--- config.mk ---
export PLATFORM = sky130hd
export DESIGN_NAME = data_memory_block
export DESIGN_NICKNAME = d
export VERILOG_FILES = /design/src/rtl/mips_pkg.sv /design/src/rtl/dm_ram.sv /design/src/rtl/data_memory_block.sv
export SDC_FILE = /design/constraint.sdc
export NUM_CORES = 2
export LEC_CHECK = 0
export BUFFER_PORTS_ARGS = -buffer_cell sky130_fd_sc_hd__buf_2
export CELL_PAD_IN_SITES_DETAIL_PLACEMENT = 1
export CELL_PAD_IN_SITES_GLOBAL_PLACEMENT = 1
export CORE_UTILIZATION = 48
export CTS_BUF_LIST = sky130_fd_sc_hd__clkbuf_16
export CTS_CLUSTER_SIZE = 16
export DETAILED_ROUTE_END_ITERATION = 8
export HOLD_SLACK_MARGIN = 0.02
export PLACE_DENSITY_LB_ADDON = 0.1
export SYNTH_ARGS = -nofsm -noshare
export SYNTH_HDL_FRONTEND = slang
export SYNTH_SLANG_ARGS = --single-unit
export TNS_END_PERCENT = 20
--- constraint.sdc ---
create_clock -name clk -period 2.7 [get_ports clk]
set_clock_uncertainty 0.15 [all_clocks]
set_input_delay 0.54 -clock clk [delete_from_list [all_inputs] [get_ports clk]]
set_output_delay 0.54 -clock clk [all_outputs]
set_load 0.02 [all_outputs]
--- src/rtl/mips_pkg.sv ---
// Shared widths and encodings for the 16-bit pipelined MIPS datapath.
// Memory-direction constants match the mem_rw encoding driven by decode.
package mips_pkg;

   localparam int DATA_W = 16;
   localparam int ADDR_W = 8;
   localparam int TAG_W  = 3;

   localparam logic MEM_READ  = 1'b0;
   localparam logic MEM_WRITE = 1'b1;

   // Control half of the MEM/WB pipeline register.
   typedef struct packed {
      logic [TAG_W-1:0] rd;
      logic             wb_en;
      logic             valid;
      logic             load;
   } mem_wb_ctl_t;

endpackage

--- src/rtl/dm_ram.sv ---
// DEPTH x DATA_W data memory: synchronous write, asynchronous read, no reset.
// Single port, so a read sees the contents from before the write at the same edge.
module dm_ram #(
   parameter int DATA_W = 16,
   parameter int ADDR_W = 8,
   parameter int DEPTH  = 256
) (
   input  logic              clk,
   input  logic              we,
   input  logic [ADDR_W-1:0] addr,
   input  logic [DATA_W-1:0] wdata,
   output logic [DATA_W-1:0] rdata
);

   logic [DATA_W-1:0] mem_q [DEPTH];

   always_ff @(posedge clk) begin
      if (we) begin
         mem_q[addr] <= wdata;
      end
   end

   assign rdata = mem_q[addr];

endmodule

--- src/rtl/data_memory_block.sv ---
// MEM stage: performs the load/store for the EX/MEM slot and registers the result (1 cycle).
// stall freezes the MEM/WB register and blocks the write; flush or invalid EX inserts a bubble.
module data_memory_block #(
   parameter int DATA_W = 16,
   parameter int ADDR_W = 8,
   parameter int DEPTH  = 256
) (
   input  logic              clk,
   input  logic              reset,
   input  logic [DATA_W-1:0] ans_ex,
   input  logic [DATA_W-1:0] b_data_ex,
   input  logic              mem_en_ex,
   input  logic              mem_rw_ex,
   input  logic [2:0]        rd_ex,
   input  logic              wb_en_ex,
   input  logic              valid_ex,
   input  logic              stall,
   input  logic              flush,
   output logic [DATA_W-1:0] ans_dm,
   output logic [2:0]        rd_dm,
   output logic              wb_en_dm,
   output logic              valid_dm,
   output logic [DATA_W-1:0] fwd_data,
   output logic              load_dm
);

   import mips_pkg::*;

   logic [ADDR_W-1:0] addr;
   logic [DATA_W-1:0] rd_data;
   logic              acc;
   logic              is_load;
   logic              is_store;
   logic              mem_we;

   logic [DATA_W-1:0] ans_d, ans_q;
   mem_wb_ctl_t       ctl_d, ctl_q;

   // Upper address bits are dropped, so addresses wrap modulo DEPTH.
   assign addr     = ans_ex[ADDR_W-1:0];
   assign acc      = valid_ex & ~flush & ~stall;
   assign is_load  = mem_en_ex & (mem_rw_ex == MEM_READ);
   assign is_store = mem_en_ex & (mem_rw_ex == MEM_WRITE);
   // Gating with reset keeps a store that races an asserting reset from landing.
   assign mem_we   = acc & is_store & reset;

   dm_ram #(
      .DATA_W (DATA_W),
      .ADDR_W (ADDR_W),
      .DEPTH  (DEPTH)
   ) u_dm_ram (
      .clk   (clk),
      .we    (mem_we),
      .addr  (addr),
      .wdata (b_data_ex),
      .rdata (rd_data)
   );

   always_comb begin
      ans_d = ans_q;
      ctl_d = ctl_q;
      if (!stall) begin
         ans_d       = is_load ? rd_data : ans_ex;
         ctl_d.rd    = rd_ex;
         ctl_d.valid = acc;
         ctl_d.wb_en = acc & wb_en_ex & ~is_store;
         ctl_d.load  = acc & is_load;
      end
   end

   always_ff @(posedge clk or negedge reset) begin
      if (!reset) begin
         ans_q <= '0;
         ctl_q <= '0;
      end else begin
         ans_q <= ans_d;
         ctl_q <= ctl_d;
      end
   end

   assign ans_dm   = ans_q;
   assign fwd_data = ans_q;
   assign rd_dm    = ctl_q.rd;
   assign wb_en_dm = ctl_q.wb_en;
   assign valid_dm = ctl_q.valid;
   assign load_dm  = ctl_q.load;

endmodule

==> flow_metrics.env <==
export IMPL_die_area_um2=327600
export IMPL_cts_sinks=4118
export IMPL_hold_viol_final=0
export IMPL_drt_initial_drc_count=9185
export IMPL_overflow=0
export IMPL_synth_most_common_cell="edfxtp_1"
export IMPL_chipWidth_um=572.4
export IMPL_grt_pass1_vias=82039
export IMPL_grt_max_degree=144
export IMPL_yosysSeqAreaShare=0.7911
export IMPL_cts_root_buf="clkbuf_16"
export IMPL_powerDensity_nw_per_um2=701.6
export IMPL_clock_fmax_mhz=333.5
export IMPL_violations="DRC, setup timing"
export IMPL_top_level_ports=81
export IMPL_setup_worst_path_start_class="flop"
export IMPL_clkTransAtPathRegs_ns=0.06
export IMPL_drv_cap=0
export IMPL_clock_path_buffers=4
export IMPL_viasPerCell=6.189
export IMPL_area_delta_synth_final_pct=22.79
export IMPL_synth_flop_cell="edfxtp_1"
export IMPL_hpwl_um=285900
export IMPL_crit_chain="mux4_2 > a22oi_2 > a21oi_2 > o41ai_4 > and4_4 > o21ai_2"
export IMPL_vias=79518
export IMPL_final_area_um2=191800
export IMPL_critPathKind="reg2reg"
export IMPL_fin_nets=8200
export IMPL_hold_path_class="in2reg"
export IMPL_p_leak_nw=61.44
export IMPL_grt_total_usage=0.2761
export IMPL_io_buffers=80
export IMPL_crit_fanout=2
export IMPL_worstPathArrival_ns=3.69
export IMPL_finalSetupViolCount=13
export IMPL_placed_cell_area_um2=175800
export IMPL_period_share=1.110
export IMPL_cts_buffers=425
export IMPL_first_pass_iters=7
export IMPL_place_ws_ns=-1.736
export IMPL_netlist_area_um2=156200
export IMPL_antenna_found_initial=21
export IMPL_seq_area_um2=123500
export IMPL_irDropWorstVdd_mv=0.5768
export IMPL_syn_area_per_cell_um2=23.04
export IMPL_htree_levels=5
export IMPL_multiInputGateArea_um2=32980
export IMPL_drc=52
export IMPL_relSlewSlack=0.2788
export IMPL_yosysTopAreaCellShare=0.7876
export IMPL_die_h_um=572.4
export IMPL_num_fill_cells=26365
export IMPL_synth_top_area_cell="edfxtp_1"
export IMPL_slew_viol_final=0
export IMPL_outcome="finished, violations left"
export IMPL_synth_edf_count=4096
export IMPL_worstPathRequired_ns=3.39
export IMPL_syn_num_nets=6821
export IMPL_crit_slowest_cell="o41ai_4"
export IMPL_slowest_delay_ns=0.94
export IMPL_synthCells=6778
export IMPL_cts_tree="yes"
export IMPL_tightest_slew_ns=1.082
export IMPL_yosys_top_cells_count="edfxtp_1 (4,096), mux4_2 (1,052), a22oi_1 (450)"
export IMPL_async_reset_ff_frac=0.005342
export IMPL_ys_ff_latch=4118
export IMPL_whs_ns=0.04538
export IMPL_place_gp_congestion=0.8425
export IMPL_yosysUniqueCellTypes=38
export IMPL_endpoint_kind="flop"
export IMPL_rsz0062_at_grt="yes"
export IMPL_yosysWarnings=0
export IMPL_drive_gt1_frac=0.3979
export IMPL_wl_per_cell_um=35.44
export IMPL_grt_pass1_wl_um=633600
export IMPL_synth_area_leaders="edfxtp_1 (79%), mux4_2 (15%), a22oi_1 (2.2%)"
export IMPL_drtAntennaViolNets=0
export IMPL_wl_um=455300
export IMPL_fin_tns_setup_ns=-1.413
export IMPL_fin_crit_ns=2.998
export IMPL_rows=209
export IMPL_setup_slack_ns=-0.2982
export IMPL_clk_latency_ns=0.98
export IMPL_start_util=0.4820
export IMPL_core_area_um2=324000
[flip-flops by register name, summed over array words and instances, names as in the netlist]
| register | count |
|---|---|
| ans_dm | 16 |
| load_dm | 1 |
| rd_dm | 3 |
| u_dm_ram.mem_q | 4096 |
| valid_dm | 1 |
| wb_en_dm | 1 |
[repair_timing]
action | CTS | global route
endpoints found under the hold margin | 681 | 0
hold buffers | 35 | 0
endpoints found under the setup margin | 19 | 273
resized for setup | 58 | 238
cloned | 1 | 10
pin swaps | 11 | 64
setup buffers | 13 | 82
[layout make-up]
cell class	count	share of cell area
Sequential cell	4118	0.6443
Multi-Input combinational cell	2226	0.1720
Timing Repair Buffer	1383	0.08652
Clock buffer	429	0.05598
Tap cell	4325	0.02822
Clock inverter	349	0.01277
Antenna cell	15	0.0001957
Inverter	3	0.00005872
[worst max-delay path: cells and delay by family (launching register included)]
family,cells,cell delay (ns)
and+or+nand+nor,1,0.46
muxes,1,0.50
DFF,1,0.38
AOI/OAI and AO/OA,4,1.37
[worst paths after layout]
path / from / endpoint / slack (ns) / cells after the start
worst max-delay path: u_dm_ram.mem_q[159][13]$_DFFE_PP_ / ans_dm[13]$_DFFE_PN0N_ / -0.30 / 6
worst min-delay path: stall / wb_en_dm$_DFFE_PN0N_ / 0.05 / 3
worst max register to register: u_dm_ram.mem_q[159][13]$_DFFE_PP_ / ans_dm[13]$_DFFE_PN0N_ / -0.30 / 6
worst min register to register: wb_en_dm$_DFFE_PN0N_ / wb_en_dm$_DFFE_PN0N_ / 0.35 / 2
max in group asynchronous: reset / ans_dm[3]$_DFFE_PN0N_ / 1.35 / 4
min in group asynchronous: reset / rd_dm[0]$_DFFE_PN0N_ / 0.60 / 4
[metrics by stage]
step / std cells / power, W / util
2_1_floorplan: 6778 / 0.07485 / -
6_report: 12848 / 0.1345 / 0.5919
4_1_cts: 12753 / 0.1351 / 0.5857
3_3_place_gp: 11925 / 0.07904 / 0.5424
5_1_grt: 12837 / 0.1378 / 0.5918
3_5_place_dp: 11926 / 0.07919 / 0.5425
[where the power goes]
part | internal [W] | switching (W)
clock | 0.0317 | 0.0245
combinational | 0.00322 | 0.00471
sequential | 0.0703 | 0.0000968
total | 0.105 | 0.0293
[per-layer routing]
layer  vias up  share of wire  GRT usage
li1      32043              -          -
met1     43821           0.42     0.4000
met2      3044           0.48     0.4402
met3       604          0.067    0.04038
met4         6          0.032    0.08089
met5         -       0.000094          0
[kinds of logic after synthesis]
kind of cell | Yosys count | share of synthesized area
multiplexers | 1066 | 0.1527
AND/OR/NAND/NOR | 377 | 0.01033
buffers and inverters | 434 | 0.01197
AO/OA/AOI/OAI | 783 | 0.03394
flip-flops | 4118 | 0.7911
[cells in the final DEF, fill, tap and decap left out, types with 67 or more instances in the layout]
| cell | instances |
|---|---|
| clkinv_1 | 108 |
| nor2_2 | 142 |
| mux4_2 | 1052 |
| a22oi_2 | 81 |
| a22oi_1 | 369 |
| nor2_4 | 67 |
| a21oi_1 | 220 |
| clkinv_2 | 80 |
| inv_1 | 104 |
| buf_12 | 440 |
| buf_4 | 757 |
| clkbuf_16 | 438 |
| edfxtp_1 | 4096 |
Note: power is estimated with default switching activity, not from simulation.
